File: src/rtl/regfile_wr_arbiter_pkg.sv
// Shared types and constants for the regfile write-port arbiter.
//   REG_ADDR_W / REG_W / REG_NUM : register address width, data width, register count
//   NOP_REG_ADDR                 : register 0, writes to it are discarded
//   arb_state_e                  : arbiter FSM state (IDLE / DRAIN / FORCE, 2 bits)
//   wr_entry_t                   : buffered B-side write {addr, data}
package regfile_wr_arbiter_pkg;

    localparam int unsigned REG_ADDR_W = 5;
    localparam int unsigned REG_W      = 32;
    localparam int unsigned REG_NUM    = 32;

    localparam logic [REG_ADDR_W-1:0] NOP_REG_ADDR = '0;
    localparam logic [REG_W-1:0]      ZERO_WORD    = '0;

    typedef enum logic [1:0] {
        ARB_IDLE  = 2'b00,
        ARB_DRAIN = 2'b01,
        ARB_FORCE = 2'b10
    } arb_state_e;

    typedef struct packed {
        logic [REG_ADDR_W-1:0] addr;
        logic [REG_W-1:0]      data;
    } wr_entry_t;

    // True for the hard-wired zero register.
    function automatic logic is_nop_addr(input logic [REG_ADDR_W-1:0] addr);
        return addr == NOP_REG_ADDR;
    endfunction

endpackage

File: src/rtl/regfile_wr_arbiter_if.sv
// Bus bundle around the regfile write arbiter.
//   A side   : a_we, a_waddr, a_wdata            (WB stage)
//   B side   : b_valid, b_ready, b_waddr, b_wdata (multi-cycle unit)
//   Decode   : re1, raddr1, re2, raddr2          (read-port mirror for hazard check)
//   Regfile  : rf_we, rf_waddr, rf_wdata         (write port)
//   Control  : stall_o
// slave = arbiter view, master = surrounding pipeline / bench view.
interface regfile_wr_arbiter_if;
    import regfile_wr_arbiter_pkg::*;

    logic                  a_we;
    logic [REG_ADDR_W-1:0] a_waddr;
    logic [REG_W-1:0]      a_wdata;
    logic                  b_valid;
    logic                  b_ready;
    logic [REG_ADDR_W-1:0] b_waddr;
    logic [REG_W-1:0]      b_wdata;
    logic                  re1;
    logic [REG_ADDR_W-1:0] raddr1;
    logic                  re2;
    logic [REG_ADDR_W-1:0] raddr2;
    logic                  rf_we;
    logic [REG_ADDR_W-1:0] rf_waddr;
    logic [REG_W-1:0]      rf_wdata;
    logic                  stall_o;

    modport slave (
        input  a_we, a_waddr, a_wdata,
        input  b_valid, b_waddr, b_wdata,
        input  re1, raddr1, re2, raddr2,
        output b_ready,
        output rf_we, rf_waddr, rf_wdata,
        output stall_o
    );

    modport master (
        output a_we, a_waddr, a_wdata,
        output b_valid, b_waddr, b_wdata,
        output re1, raddr1, re2, raddr2,
        input  b_ready,
        input  rf_we, rf_waddr, rf_wdata,
        input  stall_o
    );

endinterface

File: src/rtl/regfile_wr_fifo.sv
// Circular buffer of pending B-side writes.
//   clk, rst  : clock, async active-high reset (flushes pointers and count)
//   push      : enqueue push_data (ignored when full)
//   pop       : drop the head entry (ignored when empty)
//   full/empty: occupancy flags
//   head      : oldest entry, valid while !empty
//   count     : number of stored entries (log2(DEPTH)+1 bits)
// DEPTH must be a power of two >= 2 so the pointers wrap by overflow.
module regfile_wr_fifo
    import regfile_wr_arbiter_pkg::*;
#(
    parameter int unsigned DEPTH = 4
) (
    input  logic                   clk,
    input  logic                   rst,
    input  logic                   push,
    input  wr_entry_t              push_data,
    input  logic                   pop,
    output logic                   full,
    output logic                   empty,
    output wr_entry_t              head,
    output logic [$clog2(DEPTH):0] count
);

    localparam int unsigned PTR_W = $clog2(DEPTH);
    localparam int unsigned CNT_W = PTR_W + 1;

    wr_entry_t        mem [DEPTH];
    logic [PTR_W-1:0] wr_ptr;
    logic [PTR_W-1:0] rd_ptr;
    logic             do_push;
    logic             do_pop;

    assign full    = (count == CNT_W'(DEPTH));
    assign empty   = (count == '0);
    assign do_push = push && !full;
    assign do_pop  = pop && !empty;
    assign head    = mem[rd_ptr];

    // Storage needs no reset: an entry is only read after it has been written.
    always_ff @(posedge clk) begin
        if (do_push) begin
            mem[wr_ptr] <= push_data;
        end
    end

    // Pointers and occupancy.
    always_ff @(posedge clk or posedge rst) begin
        if (rst) begin
            wr_ptr <= '0;
            rd_ptr <= '0;
            count  <= '0;
        end else begin
            if (do_push) begin
                wr_ptr <= wr_ptr + PTR_W'(1);
            end
            if (do_pop) begin
                rd_ptr <= rd_ptr + PTR_W'(1);
            end
            case ({do_push, do_pop})
                2'b10:   count <= count + CNT_W'(1);
                2'b01:   count <= count - CNT_W'(1);
                default: count <= count;
            endcase
        end
    end

endmodule

File: src/rtl/regfile_wr_arbiter.sv
// Shares the single regfile write port between the WB stage (A) and a
// multi-cycle unit (B). A normally wins; B results queue in a FIFO and drain
// when A is idle, or are forced through after the head has starved too long.
// A pending-register scoreboard stalls decode reads of not-yet-written B results.
//   clk, rst : clock, async active-high reset
//   bus      : regfile_wr_arbiter_if.slave (A, B, decode reads, rf write port, stall_o)
// rf_*, b_ready and stall_o are combinational so the regfile write->read
// bypass keeps working; all of them are forced low while rst is high.
module regfile_wr_arbiter
    import regfile_wr_arbiter_pkg::*;
#(
    parameter int unsigned DEPTH        = 4,
    parameter int unsigned STARVE_LIMIT = 8
) (
    input  logic                 clk,
    input  logic                 rst,
    regfile_wr_arbiter_if.slave  bus
);

    localparam int unsigned CNT_W = $clog2(DEPTH) + 1;
    localparam int unsigned STV_W = $clog2(STARVE_LIMIT);
    localparam logic [STV_W-1:0] STV_MAX = STV_W'(STARVE_LIMIT - 1);

    arb_state_e        state_q, state_d;
    logic [STV_W-1:0]  starve_q, starve_d;
    logic [REG_NUM-1:0] pending_q, pending_d;

    logic              b_ready;
    logic              push;
    logic              pop;
    logic              force_stall;
    logic              hazard;
    logic              last_entry;
    logic              fifo_full;
    logic              fifo_empty;
    wr_entry_t         fifo_head;
    wr_entry_t         push_entry;
    logic [CNT_W-1:0]  fifo_count;

    logic                  rf_we;
    logic [REG_ADDR_W-1:0] rf_waddr;
    logic [REG_W-1:0]      rf_wdata;

    // B is refused while full or while its destination already has a result in flight.
    assign b_ready    = !rst && !fifo_full && !pending_q[bus.b_waddr];
    // Accepted writes to the zero register are silently dropped.
    assign push       = bus.b_valid && b_ready && !is_nop_addr(bus.b_waddr);
    assign push_entry = '{addr: bus.b_waddr, data: bus.b_wdata};
    assign last_entry = (fifo_count == CNT_W'(1));

    regfile_wr_fifo #(
        .DEPTH (DEPTH)
    ) u_fifo (
        .clk       (clk),
        .rst       (rst),
        .push      (push),
        .push_data (push_entry),
        .pop       (pop),
        .full      (fifo_full),
        .empty     (fifo_empty),
        .head      (fifo_head),
        .count     (fifo_count)
    );

    // State, starvation counter and scoreboard registers.
    always_ff @(posedge clk or posedge rst) begin
        if (rst) begin
            state_q   <= ARB_IDLE;
            starve_q  <= '0;
            pending_q <= '0;
        end else begin
            state_q   <= state_d;
            starve_q  <= starve_d;
            pending_q <= pending_d;
        end
    end

    // Arbitration FSM: decides who owns the write port this cycle.
    always_comb begin
        state_d     = state_q;
        starve_d    = starve_q;
        pop         = 1'b0;
        force_stall = 1'b0;
        case (state_q)
            ARB_IDLE: begin
                if (push) begin
                    state_d = ARB_DRAIN;
                end
            end
            ARB_DRAIN: begin
                if (bus.a_we) begin
                    // The head loses again; once the count reaches LIMIT-1 the next cycle is forced.
                    starve_d = (starve_q == STV_MAX) ? STV_MAX : starve_q + STV_W'(1);
                    if (starve_d == STV_MAX) begin
                        state_d = ARB_FORCE;
                    end
                end else begin
                    pop      = 1'b1;
                    starve_d = '0;
                    if (last_entry && !push) begin
                        state_d = ARB_IDLE;
                    end
                end
            end
            ARB_FORCE: begin
                // Pipeline is frozen; A is dropped and re-presented next cycle.
                pop         = 1'b1;
                force_stall = 1'b1;
                starve_d    = '0;
                state_d     = (last_entry && !push) ? ARB_IDLE : ARB_DRAIN;
            end
            default: begin
                state_d = ARB_IDLE;
            end
        endcase
    end

    // Scoreboard: set on enqueue, clear when the entry reaches the regfile.
    always_comb begin
        pending_d = pending_q;
        if (pop) begin
            pending_d[fifo_head.addr] = 1'b0;
        end
        if (push) begin
            pending_d[bus.b_waddr] = 1'b1;
        end
    end

    // Write-port mux; the FIFO head takes priority only on cycles the FSM pops.
    always_comb begin
        rf_we    = 1'b0;
        rf_waddr = NOP_REG_ADDR;
        rf_wdata = ZERO_WORD;
        if (!rst) begin
            if (pop) begin
                rf_we    = 1'b1;
                rf_waddr = fifo_head.addr;
                rf_wdata = fifo_head.data;
            end else if (bus.a_we && !is_nop_addr(bus.a_waddr)) begin
                rf_we    = 1'b1;
                rf_waddr = bus.a_waddr;
                rf_wdata = bus.a_wdata;
            end
        end
    end

    // Read-after-write hazard on an in-flight B result.
    assign hazard = (bus.re1 && !is_nop_addr(bus.raddr1) && pending_q[bus.raddr1]) ||
                    (bus.re2 && !is_nop_addr(bus.raddr2) && pending_q[bus.raddr2]);

    assign bus.b_ready  = b_ready;
    assign bus.rf_we    = rf_we;
    assign bus.rf_waddr = rf_waddr;
    assign bus.rf_wdata = rf_wdata;
    assign bus.stall_o  = !rst && (hazard || force_stall);

    // A writing a register with a B result still in flight means the pipeline
    // ordering is broken upstream; nothing here can repair it.
    always_ff @(posedge clk) begin
        if (!rst) begin
            assert (!(bus.a_we && !is_nop_addr(bus.a_waddr) && pending_q[bus.a_waddr]))
                else $error("regfile_wr_arbiter: WAW, A writes pending r%0d", bus.a_waddr);
            assert ((state_q == ARB_IDLE) == fifo_empty)
                else $error("regfile_wr_arbiter: IDLE state disagrees with FIFO occupancy");
        end
    end

endmodule
File: src/flat_wrapper.sv
// flat-port wrapper written by rule: the top's interface ports become plain ports
module regfile_wr_arbiter_flat import regfile_wr_arbiter_pkg::*;
#(
    parameter int unsigned DEPTH        = 4,
    parameter int unsigned STARVE_LIMIT = 8
)
  (clk, rst, bus_a_we, bus_a_waddr, bus_a_wdata, bus_b_valid, bus_b_waddr, bus_b_wdata, bus_re1, bus_raddr1, bus_re2, bus_raddr2, bus_b_ready, bus_rf_we, bus_rf_waddr, bus_rf_wdata, bus_stall_o);
  regfile_wr_arbiter_if bus_i ();
  input  logic clk;
  input  logic rst;
  input wire logic [$bits(bus_i.a_we)-1:0] bus_a_we;
  input wire logic [$bits(bus_i.a_waddr)-1:0] bus_a_waddr;
  input wire logic [$bits(bus_i.a_wdata)-1:0] bus_a_wdata;
  input wire logic [$bits(bus_i.b_valid)-1:0] bus_b_valid;
  input wire logic [$bits(bus_i.b_waddr)-1:0] bus_b_waddr;
  input wire logic [$bits(bus_i.b_wdata)-1:0] bus_b_wdata;
  input wire logic [$bits(bus_i.re1)-1:0] bus_re1;
  input wire logic [$bits(bus_i.raddr1)-1:0] bus_raddr1;
  input wire logic [$bits(bus_i.re2)-1:0] bus_re2;
  input wire logic [$bits(bus_i.raddr2)-1:0] bus_raddr2;
  output wire logic [$bits(bus_i.b_ready)-1:0] bus_b_ready;
  output wire logic [$bits(bus_i.rf_we)-1:0] bus_rf_we;
  output wire logic [$bits(bus_i.rf_waddr)-1:0] bus_rf_waddr;
  output wire logic [$bits(bus_i.rf_wdata)-1:0] bus_rf_wdata;
  output wire logic [$bits(bus_i.stall_o)-1:0] bus_stall_o;
  assign bus_i.a_we = bus_a_we;
  assign bus_i.a_waddr = bus_a_waddr;
  assign bus_i.a_wdata = bus_a_wdata;
  assign bus_i.b_valid = bus_b_valid;
  assign bus_i.b_waddr = bus_b_waddr;
  assign bus_i.b_wdata = bus_b_wdata;
  assign bus_i.re1 = bus_re1;
  assign bus_i.raddr1 = bus_raddr1;
  assign bus_i.re2 = bus_re2;
  assign bus_i.raddr2 = bus_raddr2;
  assign bus_b_ready = bus_i.b_ready;
  assign bus_rf_we = bus_i.rf_we;
  assign bus_rf_waddr = bus_i.rf_waddr;
  assign bus_rf_wdata = bus_i.rf_wdata;
  assign bus_stall_o = bus_i.stall_o;
  regfile_wr_arbiter #(.DEPTH(DEPTH), .STARVE_LIMIT(STARVE_LIMIT)) u_core (.clk(clk), .rst(rst), .bus(bus_i));
endmodule
File: config.mk
export PLATFORM = sky130hd
export DESIGN_NAME = regfile_wr_arbiter_flat
export DESIGN_NICKNAME = d
export VERILOG_FILES = /design/src/rtl/regfile_wr_arbiter_pkg.sv /design/src/rtl/regfile_wr_arbiter_if.sv /design/src/rtl/regfile_wr_fifo.sv /design/src/rtl/regfile_wr_arbiter.sv /design/src/flat_wrapper.sv
export SDC_FILE = /design/constraint.sdc
export NUM_CORES = 1
export LEC_CHECK = 0
export BUFFER_PORTS_ARGS = -buffer_cell sky130_fd_sc_hd__buf_2
export CORE_ASPECT_RATIO = 0.9
export CORE_UTILIZATION = 52
export DETAILED_ROUTE_END_ITERATION = 8
export GPL_ROUTABILITY_DRIVEN = 1
export PLACE_DENSITY = 0.81
export SLEW_MARGIN = 20
export SYNTH_ARGS = -nofsm -noshare
export SYNTH_HDL_FRONTEND = slang
export SYNTH_HIERARCHICAL = 1
export SYNTH_SLANG_ARGS = --single-unit
File: constraint.sdc
create_clock -name clk -period 3.15 [get_ports clk]
set_clock_uncertainty 0.1 [all_clocks]
set_input_delay 0.1575 -clock clk [delete_from_list [all_inputs] [get_ports clk]]
set_output_delay 0.1575 -clock clk [all_outputs]
set_load 0.05 [all_outputs]
After elaboration in Yosys (flattened, before gate mapping)
Memories as Yosys holds them, arrays and structs flattened.
Cells that the tools add are included.
{"block": "totals", "input_bits": 90, "n_memories": 1, "output_inout_bits": 40, "romBits": 0, "reg_bits": 44, "ram_bits": 148, "elab_cells": 103, "latch_bits": 0}
{"memory": "u_core.u_fifo.mem", "words": 4, "word_bits": 37, "rd": 1, "rd_clocked_by_memory_dff": 0, "write_ports": 1, "line_no": "regfile_wr_fifo.sv:28", "text": "wr_entry_t mem [DEPTH];"}
{"block": "classes", "muxes": 36, "div_mod_pow": 0, "n_shift": 0, "n_lt_le_gt_ge": 6, "bitwise_logic": 3, "n_eq_ne": 11, "mul": 0, "n_addsub": 5, "reduce_logical": 35}
{"op": "$mux 32", "n": 5}
{"op": "$and 32x32->32", "n": 1}
{"op": "$not 32->32", "n": 1}
{"op": "$or 32x32->32", "n": 1}
{"op": "$lt 5x6->1 const B", "n": 4}
{"op": "$logic_not 5->1", "n": 4}
{"op": "$bmux 1 s5", "n": 3}
{"op": "$logic_and 1x1->1", "n": 15}
{"op": "$mux 5", "n": 3}
{"op": "$mux 1", "n": 13}
{"op": "$pmux 3 s2", "n": 2}
{"op": "$demux 1 s5", "n": 2}
{"op": "$ge 5x1->1 const B", "n": 2}
{"op": "$eq 3x3->1 const B", "n": 3}
{"op": "$logic_not 1->1", "n": 9}
{"op": "$mux 2", "n": 4}
{"op": "$add 3x1->3 const B", "n": 2}
{"op": "$mux 3", "n": 2}
{"op": "$ne 3x2->1 const B", "n": 2}
{"op": "$pmux 2 s3", "n": 1}
{"op": "$add 2x1->2 const B", "n": 2}
{"op": "$eq 2x1->1 const B", "n": 2}
{"op": "$eq 2x2->1 const B", "n": 2}
{"op": "$reduce_bool 2->1", "n": 2}
{"op": "other kinds (8)", "n": 9}

Depth between registers and ports, before layout
{"block": "depth", "depth_word": 11, "depth_mapped": 15, "ltp_nobuf": 14}

Cells and area by module
Netlist, hierarchy kept.
{"module": "regfile_wr_fifo", "seq_area_each_um2": 4619.4, "area_per_inst_um2": 5759.3, "n_inst": 1, "cells_each": 231}
{"module": "regfile_wr_arbiter", "seq_area_each_um2": 925.9, "area_per_inst_um2": 3131.8, "n_inst": 1, "cells_each": 380}

Worst setup path before layout
OpenSTA, ideal clock, no wires.
{"block": "synth_timing", "kind": "reg2reg", "startpoint": "register u_core.pending_q[19]", "endpoint": "memory u_core/u_fifo/mem[0][0] in the netlist's numbering (enable)", "n_path_buf": 1, "setup_ns": 0.398, "t_arrival_ns": 2.840, "required_ns": 2.652, "stages_incl_launch_ff": 9, "synth_period_minus_slack_ns": 3.337, "setup_slack_ns": -0.187, "cell_sequence": "dfrtp_1 > mux4_2 > and3_1 > a211oi_2 > o211ai_2 > nor3_2 > buf_4 > nor2b_2 > and2_1"}
{"block": "synth_between", "elab_chain_cells": 9}
{"item": "from (decl)", "line_no": "regfile_wr_arbiter.sv:26", "text": "logic [REG_NUM-1:0] pending_q, pending_d;"}
{"item": "from (signal assigned)", "line_no": "regfile_wr_arbiter.sv:74", "text": "pending_q <= pending_d;"}
{"item": "$bmux 1 s5", "line_no": "regfile_wr_arbiter.sv:45", "text": "assign b_ready = !rst && !fifo_full && !pending_q[bus.b_waddr];"}
{"item": "$mux 1 (implied by the code)", "line_no": "regfile_wr_arbiter.sv:45"}
{"item": "$logic_not 1->1", "line_no": "regfile_wr_arbiter.sv:45"}
{"item": "$logic_and 1x1->1", "line_no": "regfile_wr_arbiter.sv:45"}
{"item": "$logic_and 1x1->1 (2 in series)", "line_no": "regfile_wr_arbiter.sv:47", "text": "assign push = bus.b_valid && b_ready && !is_nop_addr(bus.b_waddr);"}
{"item": "net u_core.push", "line_no": "regfile_wr_arbiter.sv:29", "text": "logic push;"}
{"item": "$logic_and 1x1->1", "line_no": "regfile_wr_fifo.sv:36", "text": "assign do_push = push && !full;"}
{"item": "$mux 1", "line_no": "regfile_wr_fifo.sv:42", "text": "if (do_push) begin"}
{"item": "$mux 1 (implied by the code)", "line_no": "regfile_wr_fifo.sv:43", "text": "mem[wr_ptr] <= push_data;"}
{"item": "to (decl)", "line_no": "regfile_wr_fifo.sv:28"}
The timed path passes the listed nets, and every way through them passes these cells. The select of a mux whose other input is x is not followed.

Worst setup path after layout
{"block": "layout_timing", "startpoint": "register u_core.pending_q[19]", "endpoint": "register u_core.u_fifo.count[1]"}
{"block": "layout_between", "elab_chain_cells": 9, "word_cells_on_any_way": 11, "classes_between": "2 x eq/ne; 3 x mux; 6 x reduce/logical"}
{"item": "$bmux 1 s5 *", "line_no": "regfile_wr_arbiter.sv:45"}
{"item": "$mux 1 (implied by the code) *", "line_no": "regfile_wr_arbiter.sv:45"}
{"item": "$logic_not 1->1 *", "line_no": "regfile_wr_arbiter.sv:45"}
{"item": "$logic_and 1x1->1 *", "line_no": "regfile_wr_arbiter.sv:45"}
{"item": "$logic_and 1x1->1 * (2 in series)", "line_no": "regfile_wr_arbiter.sv:47"}
{"item": "$logic_and 1x1->1 *", "line_no": "regfile_wr_fifo.sv:36"}
{"item": "$eq 2x1->1 or $eq 2x2->1 (tied branches)", "line_no": "regfile_wr_fifo.sv:60", "text": "case ({do_push, do_pop})"}
{"item": "$pmux 3 s2 or $reduce_bool 2->1 (tied branches)"}
{"item": "to (signal assigned)", "line_no": "regfile_wr_fifo.sv:61", "text": "2'b10: count <= count + CNT_W'(1);"}
{"item": "to (signal assigned)", "line_no": "regfile_wr_fifo.sv:62", "text": "2'b01: count <= count - CNT_W'(1);"}
{"item": "to (signal assigned)", "line_no": "regfile_wr_fifo.sv:63", "text": "default: count <= count;"}
{"item": "to (decl)", "line_no": "regfile_wr_fifo.sv:22", "text": "output logic [$clog2(DEPTH):0] count"}
Every way passes the cells marked *; elsewhere a longest branch is shown, timed or not. The select of a mux whose other input is x is not followed.
A chain may end at the register's enable or synchronous reset.

==> metrics.txt <==
status completed; Pwr Total 8.46 mW; vias 6172; die area 17600 um2; Finished Cell Area 10700 um2; Starting DRT DRC Count 650; Nets 880; clock buffer count from CTS 17; hold crit path type input port to flip-flop; Yosys warning count 6; clock slew at the register clock pins of the worst setup and hold paths 0.07 ns; max-slew violation count 0; Max Fanout on Critical Path 4; initial core utilization 54.2%; Post-Syn Area per Cell 14.6 um2; largest net degree at the start of global routing 40; Detail Route Antenna Nets 0; Diodes inserted 0; Post-Place Cells 931; Placeable Area 16400 um2; worst-skew pair later-pin latency 0.43 ns; syn nets 711; total length of routed met2 wires 11100 um; Cell Area, Placed 9830 um2; Die Y 126 um; # H-tree levels 4; row count 44; M1 WL 9040 um; fmax 0.334 GHz; number of global-route vias before repair 6267; fin util 65.5%; Final Hold Fails 0; Max clock buf depth 2; PwrDens 788 nW/um2; Clk Tree Root Cell clkbuf_16; CP Class flip-flop to flip-flop; Routed WL 22400 um; P_leak 4.10 nW; CP startpoint kind flip-flop; Area Growth Syn to Fin 20.9%; Tcrit/Tclk final 95.1%; initial antenna violation count 0; all-layer global routing usage 26.6%; Post-Place Worst Slack 0.205 ns; Layout Cells excl Fill 998; drc violations 0; worst hold margin 0.0285 ns; PortBufs 129; RSZ-0062 raised after global routing false; RePlAce Congestion 0.897; num ports 130; DR pass1 iterations 5; Mapped Cells 610; clock sinks 192; Top Metal Used met4; drt via density 6.18; routed wire length per instance 22.4 um; final setup TNS 0 ns; post-route setup slack 0.154 ns; CP required 3.39 ns; Slew HR 53.6%; WL met3 1760 um; first-pass GRT wire length 34700 um; min Tclk post-route 3.00 ns; GRT overflow 0; Worst EP arrival 3.24 ns; Die Span X 140 um; peak supply drop 0.000513 V; DP HPWL 14000 um; # Post-CTS Setup Buffers 0; Cell Area, Synth 8890 um2; endpoints failing setup 0; Slew @ Worst Pin 0.696 ns; critical path capture point type flip-flop; CTS tree yes; layout cells sized above 1 33.5%; max-cap violations 0
-- repair_timing --
| action | in CTS | in global routing |
|---|---|---|
| endpoints found under the setup margin | 0 | 37 |
| hold buffers | 36 | 0 |
| resized for setup | 0 | 5 |
| hold endpoints to repair | 181 | 0 |
-- power breakdown --
group | leakage [nW] | switching (mW) | total (mW) | internal, mW
registers | 1.90 | 0.324 | 3.44 | 3.12
clock network | 0.253 | 0.980 | 2.00 | 1.02
logic | 1.94 | 1.79 | 3.02 | 1.23
-- path summary, 6_finish.rpt --
check	startpoint	to	slack, ns	cells after the start
setup / recovery	u_core/pending_q[19]$_DFF_PP0_	u_core/u_fifo/count[1]$_DFFE_PP0P_	0.15	11
hold / removal	bus_a_we	u_core/starve_q[2]$_DFFE_PP0N_	0.03	3
setup reg to reg	u_core/pending_q[19]$_DFF_PP0_	u_core/u_fifo/count[1]$_DFFE_PP0P_	0.15	11
hold reg to reg	u_core/starve_q[1]$_DFFE_PP0N_	u_core/starve_q[1]$_DFFE_PP0N_	0.42	1
max in group asynchronous	rst	u_core/pending_q[24]$_DFF_PP0_	2.21	4
min in group asynchronous	rst	u_core/u_fifo/wr_ptr[1]$_DFFE_PP0P_	0.16	3
-- worst max-delay path, stage by stage (launching register included) --
cell and delay (ns):
dfrtp_1 0.40, mux4_2 0.52, and3_1 0.21, a211oi_2 0.19
o211ai_2 0.17, nor3_2 0.16, nor2b_2 0.19, inv_1 0.05
ha_1 0.21, inv_1 0.09, fa_1 0.43, mux2i_1 0.16
-- cells in the final DEF (no fill, tap or decap), types with 2 or more instances in the layout --
cell	n
inv_1	13
ha_1	10
mux2_2	5
nor2b_1	3
buf_6	3
nand3b_1	6
dfrtp_1	43
nand3_1	6
nor2_1	12
mux2i_1	18
buf_12	4
o311ai_1	3
or2_1	2
o41ai_1	3
clkbuf_16	17
nand2_2	3
xnor2_1	3
clkinvlp_4	3
clkbuf_4	2
inv_2	3
or3_1	2
mux4_2	55
o21ai_1	21
buf_4	13
buf_2	127
dlygate4sd3_1	36
a21oi_1	44
o21ai_2	7
edfxtp_1	148
inv_6	4
nand2_1	90
o21ai_0	30
and2_2	4
xor2_1	3
clkinv_4	4
nor3_1	5
o22ai_1	6
-- routing by layer --
metal	up-vias	track usage (%)
met2	341	43.5
met4	0	10.9
met3	37	5.74
li1	2678	-
met1	3116	34.8
met5	-	0
-- state kept, by name, summed over array words and instances (netlist names) --
name	count
u_core/u_fifo/count	3
u_core/u_fifo/mem	148
u_core/u_fifo/rd_ptr	2
u_core/pending_q	32
u_core/u_fifo/wr_ptr	2
u_core/starve_q	3
u_core/state_q	2
-- final cells by class --
cell class              count  area (um2)
clock inverters            13         108
flip-flops and latches    192        5550
multi-input cells         367        3120
repair buffers            185        1220
clock buffers              18         429
well taps                 207         259
fillers                  1140        5660
inverters                  16        60.1
No activity file was read; power rests on OpenSTA's default activity.
